===== config.mk =====
export PLATFORM = sky130hd
export DESIGN_NAME = ps2_digit_receiver
export DESIGN_NICKNAME = d
export VERILOG_FILES = /design/src/rtl/ps2_digit_receiver.sv
export SDC_FILE = /design/constraint.sdc
export NUM_CORES = 1
export LEC_CHECK = 0
export ABC_AREA = 1
export BUFFER_PORTS_ARGS = -buffer_cell sky130_fd_sc_hd__buf_4
export CAP_MARGIN = 20
export CORE_MARGIN = 10
export CORE_UTILIZATION = 27
export DETAILED_ROUTE_END_ITERATION = 7
export SYNTH_ARGS = -nofsm -noshare
export SYNTH_HDL_FRONTEND = slang
export SYNTH_SLANG_ARGS = --single-unit

===== constraint.sdc =====
create_clock -name clk -period 3.45 [get_ports clk]
set_clock_uncertainty 0.2 [all_clocks]
set_input_delay 0.69 -clock clk [delete_from_list [all_inputs] [get_ports clk]]
set_output_delay 0.69 -clock clk [all_outputs]
set_load 0.02 [all_outputs]

===== src/rtl/ps2_digit_receiver.sv =====
// PS/2 keyboard receiver that assembles NUM_DIGITS decimal key presses into one packed entry.
// Optional odd-parity frame checking is built only when PS2_PARITY_CHECK_EN is defined.
//
// state   | meaning
// NORMAL  | waiting for a make code, E0 or F0 prefix
// BRK     | F0 seen, next code is a break code and is dropped
// EXT     | E0 seen, next code is an extended key or F0
// EXT_BRK | E0 F0 seen, next code is dropped
module ps2_digit_receiver #(
  parameter int NUM_DIGITS     = 4,
  parameter int TIMEOUT_CYCLES = 50000,
  parameter int SYNC_STAGES    = 2
) (
  input  logic                    clk,
  input  logic                    rst,
  input  logic                    PS2Clk,
  input  logic                    PS2Data,
  output logic [4*NUM_DIGITS-1:0] userInt,
  output logic                    ready,
  output logic [3:0]              digit_count,
  output logic                    frame_err
);

  localparam int             TW       = $clog2(TIMEOUT_CYCLES);
  localparam logic [TW-1:0]  TMO_LOAD = TW'(TIMEOUT_CYCLES - 1);
  localparam logic [3:0]     LAST     = 4'(NUM_DIGITS - 1);

  typedef enum logic [1:0] {NORMAL, BRK, EXT, EXT_BRK} state_t;

  logic [SYNC_STAGES-1:0]  r_clk_sync;
  logic [SYNC_STAGES-1:0]  r_data_sync;
  logic                    r_clk_prev;
  logic [8:0]              r_frame;
  logic                    r_stop;
  logic [3:0]              r_bit_cnt;
  logic [TW-1:0]           r_tmo;
  state_t                  r_state;
  logic [4*NUM_DIGITS-1:0] r_buf;
  logic [3:0]              r_cnt;
  logic [4*NUM_DIGITS-1:0] r_user;
  logic                    r_ready;
  logic                    r_ferr;

  logic                    w_clk_s;
  logic                    w_data_s;
  logic                    w_fall;
  logic                    w_frame_done;
  logic                    w_par_ok;
  logic                    w_valid;
  logic                    w_timeout;
  logic [7:0]              w_code;
  logic                    w_is_digit;
  logic [3:0]              w_digit;
  logic [4*NUM_DIGITS-1:0] w_buf_app;
  logic [4*NUM_DIGITS-1:0] w_buf_bs;
  state_t                  w_state_nxt;
  logic [4*NUM_DIGITS-1:0] w_buf_nxt;
  logic [3:0]              w_cnt_nxt;
  logic [4*NUM_DIGITS-1:0] w_user_nxt;
  logic                    w_ready_nxt;

  assign w_clk_s      = r_clk_sync[SYNC_STAGES-1];
  assign w_data_s     = r_data_sync[SYNC_STAGES-1];
  assign w_fall       = r_clk_prev & ~w_clk_s;
  assign w_frame_done = (r_bit_cnt == 4'd11);
  assign w_code       = r_frame[8:1];

`ifdef PS2_PARITY_CHECK_EN
  logic r_par;
  assign w_par_ok = ^{r_frame[8:1], r_par};
`else
  assign w_par_ok = 1'b1;
`endif

  assign w_valid   = w_frame_done & ~r_frame[0] & r_stop & w_par_ok;
  // A frame completing or a new edge arriving always wins over the idle timeout.
  assign w_timeout = (r_bit_cnt != 4'd0) & ~w_frame_done & ~w_fall & (r_tmo == '0);

  always_comb begin
    w_is_digit = 1'b1;
    w_digit    = 4'd0;
    case (w_code)
      8'h16:   w_digit = 4'd1;
      8'h1E:   w_digit = 4'd2;
      8'h26:   w_digit = 4'd3;
      8'h25:   w_digit = 4'd4;
      8'h2E:   w_digit = 4'd5;
      8'h36:   w_digit = 4'd6;
      8'h3D:   w_digit = 4'd7;
      8'h3E:   w_digit = 4'd8;
      8'h46:   w_digit = 4'd9;
      8'h45:   w_digit = 4'd0;
      default: w_is_digit = 1'b0;
    endcase
  end

  always_comb begin
    w_buf_app = r_buf;
    w_buf_bs  = r_buf;
    for (int k = 0; k < NUM_DIGITS; k++) begin
      if (r_cnt == 4'(k))     w_buf_app[4*k +: 4] = w_digit;
      if (r_cnt == 4'(k + 1)) w_buf_bs[4*k +: 4]  = 4'd0;
    end
  end

  always_comb begin
    w_state_nxt = r_state;
    w_buf_nxt   = r_buf;
    w_cnt_nxt   = r_cnt;
    w_user_nxt  = r_user;
    w_ready_nxt = 1'b0;
    if (w_valid) begin
      case (r_state)
        NORMAL: begin
          if (w_code == 8'hF0) begin
            w_state_nxt = BRK;
          end else if (w_code == 8'hE0) begin
            w_state_nxt = EXT;
          end else if (w_is_digit) begin
            if (r_cnt == LAST) begin
              w_user_nxt  = w_buf_app;
              w_ready_nxt = 1'b1;
              w_buf_nxt   = '0;
              w_cnt_nxt   = 4'd0;
            end else begin
              w_buf_nxt = w_buf_app;
              w_cnt_nxt = r_cnt + 4'd1;
            end
          end else if (w_code == 8'h66 && r_cnt != 4'd0) begin
            w_buf_nxt = w_buf_bs;
            w_cnt_nxt = r_cnt - 4'd1;
          end
        end
        EXT:     w_state_nxt = (w_code == 8'hF0) ? EXT_BRK : NORMAL;
        default: w_state_nxt = NORMAL;
      endcase
    end
  end

  always_ff @(posedge clk) begin
    if (!rst) r_state <= NORMAL;
    else      r_state <= w_state_nxt;
  end

  always_ff @(posedge clk) begin
    if (!rst) begin
      r_clk_sync  <= '1;
      r_data_sync <= '1;
      r_clk_prev  <= 1'b1;
      r_frame     <= '0;
      r_stop      <= 1'b0;
`ifdef PS2_PARITY_CHECK_EN
      r_par       <= 1'b0;
`endif
      r_bit_cnt   <= 4'd0;
      r_tmo       <= '0;
      r_buf       <= '0;
      r_cnt       <= 4'd0;
      r_user      <= '0;
      r_ready     <= 1'b0;
      r_ferr      <= 1'b0;
    end else begin
      r_clk_sync  <= {r_clk_sync[SYNC_STAGES-2:0], PS2Clk};
      r_data_sync <= {r_data_sync[SYNC_STAGES-2:0], PS2Data};
      r_clk_prev  <= w_clk_s;

      if (w_frame_done || w_timeout) begin
        r_bit_cnt <= 4'd0;
      end else if (w_fall) begin
        case (r_bit_cnt)
          4'd9: begin
`ifdef PS2_PARITY_CHECK_EN
            r_par <= w_data_s;
`endif
          end
          4'd10:   r_stop <= w_data_s;
          default: r_frame[r_bit_cnt] <= w_data_s;
        endcase
        r_bit_cnt <= r_bit_cnt + 4'd1;
      end

      if (r_bit_cnt == 4'd0 || w_fall || w_frame_done) r_tmo <= TMO_LOAD;
      else if (r_tmo != '0)                            r_tmo <= r_tmo - 1'b1;

      r_buf   <= w_buf_nxt;
      r_cnt   <= w_cnt_nxt;
      r_user  <= w_user_nxt;
      r_ready <= w_ready_nxt;
      r_ferr  <= (w_frame_done & ~w_valid) | w_timeout;
    end
  end

  assign userInt     = r_user;
  assign ready       = r_ready;
  assign digit_count = r_cnt;
  assign frame_err   = r_ferr;

endmodule


=== After elaboration in Yosys (flattened, before gate mapping) ===
Cells that the tools add are included.

* Add/sub/neg operators: 4
* Equal/unequal tests: 22
* Reductions and logical operators: 32
* Order comparisons: 2
* Multiplexer cells: 26
* Bitwise logic cells: 20

{| class="wikitable"
|+ Operators by type and width
! cell !! number
|-
| $mux W16 || 5
|-
| $eq A8 B6 Y1 const B || 6
|-
| $mux W4 || 11
|-
| $pmux W4 S9 || 1
|-
| $reduce_and A6 Y1 || 5
|-
| $eq A8 B7 Y1 const B || 3
|-
| $eq A8 B5 Y1 const B || 2
|-
| $eq A8 B8 Y1 const B || 2
|-
| $logic_not A16 Y1 || 1
|-
| $reduce_bool A16 Y1 || 1
|-
| $sub A16 B1 Y16 const B || 1
|-
| $eq A4 B4 Y1 const B || 3
|-
| $not A1 Y1 || 12
|-
| $reduce_bool A2 Y1 || 6
|-
| $reduce_or A10 Y1 || 1
|-
| $bwmux W9 || 1
|-
| $add A4 B1 Y4 const B || 2
|-
| $eq A4 B2 Y1 const B || 2
|-
| $logic_not A4 Y1 || 2
|-
| $reduce_bool A4 Y1 || 2
|-
| $and A1 B1 Y1 || 7
|-
| $mux W2 || 3
|-
| $reduce_and A3 Y1 || 2
|-
| $reduce_or A2 Y1 || 3
|-
| 17 further kinds || 22
|}

* Output and inout port bits: 22
* Word-level logic and storage cells: 123
* Input bits: 4
* Flip-flop bits (word level): 75

=== Logic depth before layout (Yosys ltp) ===
* Depth after elaboration: 8
* Depth in mapped cells: 13
* Mapped depth without buffers: 13

=== Least setup slack after synthesis ===
OpenSTA, ideal clock, no wires.

* Path kind: reg-to-reg
* Start: register r_cnt[0] (netlist: digit_count[0])
* End: register r_buf[8]
* Arrival time: 1.613 ns
* Path slack: 1.505 ns
* Path buffers: 0
* Library setup time: 0.132 ns
* Clock period less this slack: 1.945 ns
* Cell stages (with the launch flop): 11
* Required time: 3.118 ns
* Path through: dfxtp_1 -> inv_1 -> ha_1 -> nand2_1 -> nand3_1 -> nand4_2 -> nand2_4 -> inv_4 -> nand2_4 -> nand2_1 -> a21oi_1

* Longest elaborated chain between the ends: 4
* Elaborated cells on any way between the ends: 10
* Those cells by class: eq/ne (2); mux (3); reduce/logical (5)

{| class="wikitable"
|+ RTL lines
! item !! RTL line !! source
|-
| from (decl) || 39 || <nowiki>logic [3:0] r_cnt;</nowiki>
|-
| from (signal assigned) || 186 || <nowiki>r_cnt <= w_cnt_nxt;</nowiki>
|-
| $eq A4 B2 Y1 / $reduce_bool A4 Y1 (equally long branches) || 101, 129 ||
|-
| $mux W4 / $logic_and A1 B1 Y1 (equally long branches) || 101, 129 ||
|-
| $mux W16 / $reduce_bool A2 Y1 (equally long branches) || -- ||
|-
| $mux W16 / $reduce_and A6 Y1 (equally long branches) || -- ||
|-
| to (signal assigned) || 185 || <nowiki>r_buf <= w_buf_nxt;</nowiki>
|-
| to (decl) || 38 || <nowiki>logic [4*NUM_DIGITS-1:0] r_buf;</nowiki>
|}

Several ways; a longest one is shown, not always the timed one.
A chain may end at the register's enable or synchronous reset.

=== Worst setup path in the final report ===
* Start: register r_frame[7]
* End: register r_user[15] (netlist: userInt[15])

* Longest elaborated chain between the ends: 4
* Elaborated cells on any way between the ends: 19
* Those cells by class: eq/ne (12); mux (3); bitwise (2); reduce/logical (2)

{| class="wikitable"
|+ RTL lines
! item !! RTL line !! source
|-
| from (decl) || 33 || <nowiki>logic [8:0] r_frame;</nowiki>
|-
| from (signal, indexed assignment) || 177 || <nowiki>default: r_frame[r_bit_cnt] <= w_data_s;</nowiki>
|-
| $eq A8 B7 Y1, or another cell as far along || 82 || <nowiki>case (w_code)</nowiki>
|-
| $reduce_or A10 Y1 (no source line) || -- ||
|-
| $mux W1 || 82 ||
|-
| $reduce_and A6 Y1 (no source line) || -- ||
|-
| to (signal assigned) || 187 || <nowiki>r_user <= w_user_nxt;</nowiki>
|-
| to (decl) || 40 || <nowiki>logic [4*NUM_DIGITS-1:0] r_user;</nowiki>
|}

Several ways; a longest one is shown, not always the timed one.

==> impl_metrics.env <==
export IMPL_fin_util=0.324
export IMPL_clockBufferDepth=2
export IMPL_clk_pin_slew_ns=0.06
export IMPL_grt_ovfl_total=0
export IMPL_drt_iter0_markers=173
export IMPL_antenna_found_initial=0
export IMPL_fillers=1469
export IMPL_portBuffers=25
export IMPL_maxSlewHeadroom=0.607
export IMPL_vias=3333
export IMPL_slew_viol_final=0
export IMPL_regArea_mm2=0.00146
export IMPL_gp_congestion=0.837
export IMPL_fin_total_pwr_mw=1.97
export IMPL_synth_edf_count=0
export IMPL_r2r_start="r_frame[7]"
export IMPL_clk_latency_ns=0.34
export IMPL_hold_class="reg2reg"
export IMPL_boundaryPins=26
export IMPL_yosysUniqueCellTypes=39
export IMPL_synthCells=536
export IMPL_rows=43
export IMPL_grt_pass1_wl_um=14800
export IMPL_drv_cap=0
export IMPL_hold_path_startpoint="r_data_sync[0]"
export IMPL_ant_nets=0
export IMPL_synth_largest_area_cell="dfxtp_1"
export IMPL_layout_drive_gt1_share=0.139
export IMPL_critPathCaptureType="register"
export IMPL_h_tree_depth=3
export IMPL_synth_flop_cell="dfxtp_1"
export IMPL_die_y_um=138
export IMPL_worst_ep_required_time_ns=3.48
export IMPL_area_delta_synth_final_pct=18.1
export IMPL_synth_top_area_frac=0.387
export IMPL_worst_slew_pin_slew_ns=0.586
export IMPL_status="complete, no violations"
export IMPL_antenna_cells=0
export IMPL_nets=577
export IMPL_setup_viol=0
export IMPL_synth_area_leaders="dfxtp_1 39%, nand2_1 11%, nor2_1 7.1%"
export IMPL_period_needed_ns=2.28
export IMPL_holdWs_ns=0.218
export IMPL_finalCritPeriodShare=0.660
export IMPL_drc_errors=0
export IMPL_holdBufCountCts=0
export IMPL_grt_util_all_layers=0.0910
export IMPL_drt_vias_per_instance=4.46
export IMPL_ys_seq_area_frac=0.387
export IMPL_synthesis_area_mm2=0.00378
export IMPL_p_leak_nw=1.83
export IMPL_routedWlPerCell_um=11.8
export IMPL_tritoncts="built"
export IMPL_clock_root_buffer="clkbuf_16"
export IMPL_post_cts_buffers=0
export IMPL_final_area_mm2=0.00446
export IMPL_start_kind="register"
export IMPL_path_class="reg2reg"
export IMPL_multiInputGateArea_mm2=0.00200
export IMPL_syn_area_per_cell_um2=7.05
export IMPL_dieArea_mm2=0.0191
export IMPL_fmax_ghz=0.439
export IMPL_critPathMaxFanout=23
export IMPL_peakVddDrop_mv=0.243
export IMPL_p_per_area_mw_per_mm2=441
export IMPL_first_global_vias=3102
export IMPL_coreArea_mm2=0.0138
export IMPL_dp_hpwl_um=6430
export IMPL_crit_arrival_ns=2.31
export IMPL_drt_wl_total_um=8790
export IMPL_dr_pass1_iters=5
export IMPL_critPathLaunch="r_frame[7]"
export IMPL_cts_made_buffers=9
export IMPL_hold_viol_final=0
export IMPL_start_util=0.274
export IMPL_ys_async_sr_fraction=0
export IMPL_grt_max_degree=31
export IMPL_die_width_um=138
export IMPL_tns_ns=0
export IMPL_place_area_mm2=0.00414
export IMPL_cts_sinks=73
export IMPL_ctsResizeCount=0
export IMPL_syn_num_nets=551
export IMPL_ys_ff_latch=73
export IMPL_synth_warning_count=0
export IMPL_rsz0062_at_grt="false"
through the flow:
step,worst slack (ns),instances
2_1_floorplan,1.51,536
4_1_cts,1.17,747
6_report,1.17,747
5_1_grt,0.939,747
3_3_place_gp,1.18,731
3_5_place_dp,1.14,731
Yosys cell counts (2+ instances only):
library cell  count
nor2_1           71
nor4_1            8
o21ai_1           4
nand2_4           3
nand2_1         111
nand3_1          21
or2_2             4
clkbuf_1          7
nand4_1           6
xor2_1            8
a21oi_1          43
nor2_4            4
inv_2             3
xnor2_1           4
o21ai_0          36
a31oi_1           9
inv_1            60
nand2_2           5
nor2_2            8
dfxtp_1          73
buf_6             3
clkinv_1          2
ha_1             11
nor3_1           17
layout by cell type, fill, tap and decap left out, types with 2 or more instances in the layout:
cell	count
nor2_2	8
nor2_1	71
inv_2	3
xnor2_1	4
bufinv_16	2
o21ai_0	36
clkbuf_16	9
inv_1	60
clkinv_2	2
or2_2	4
nand2_4	3
buf_4	26
nor3_1	17
ha_1	11
nand3_1	21
nor2_4	4
nand2_1	111
nor4_1	8
a31oi_1	9
o21ai_1	4
xor2_1	8
nand2_2	5
nand4_1	6
dfxtp_1	73
a21oi_1	43
clkinv_1	2
critical path: stages, from the launching register on:
cell and delay (ns):
dfxtp_1 0.40, inv_1 0.07, nand2_2 0.09, nor2_2 0.05
nand2_1 0.09, nand2_1 0.10, nor2_4 0.23, nand3_4 0.19
nand4_4 0.27, clkinv_2 0.21, o21ai_0 0.20, nor2_1 0.06
logic make-up after synthesis:
group | Yosys count | synth area share
adders and majority gates | 11 | 0.0364
and+or+nand+nor | 265 | 0.328
DFF | 73 | 0.387
muxes | 1 | 0.00298
AOI/OAI and AO/OA | 96 | 0.134
buffers and inverters | 78 | 0.0847
xor gates and xnor gates | 12 | 0.0278
flip-flops by register name, summed over array words and instances (netlist names):
| register | count |
|---|---|
| ready | 1 |
| digit_count | 4 |
| userInt | 16 |
| r_data_sync | 2 |
| r_stop | 1 |
| r_tmo | 16 |
| r_clk_prev | 1 |
| frame_err | 1 |
| r_state | 2 |
| r_bit_cnt | 4 |
| r_clk_sync | 2 |
| r_frame | 9 |
| r_buf | 14 |
power breakdown:
part | leakage (nW) | switching, mW | internal [mW] | total, mW
registers | 0.593 | 0.0105 | 0.855 | 0.866
logic | 1.08 | 0.0536 | 0.0260 | 0.0796
clock network | 0.159 | 0.369 | 0.655 | 1.02
area by class of cell:
type	instances	share of cell area
multi-input cells	385	0.448
flip-flops and latches	73	0.327
inverters	67	0.0572
clock buffers	10	0.0535
well taps	180	0.0504
repair buffers	26	0.0437
clock inverters	6	0.0202
path summary, 6_finish.rpt:
path	depth (start not counted)	to	slack (ns)
hold / removal	1	r_data_sync[1]	0.22
hold reg to reg	1	r_data_sync[1]	0.22
setup / recovery	11	userInt[15]	1.17
setup reg to reg	11	userInt[15]	1.17
metal layers:
layer | share of wire | GRT usage | up-vias
met5 | 0 | 0 | -
met4 | 0.014 | 0.0300 | 0
met3 | 0.038 | 0.0277 | 7
met2 | 0.46 | 0.145 | 54
met1 | 0.49 | 0.114 | 1478
li1 | - | - | 1794
No activity file was read; power rests on OpenSTA's default activity.
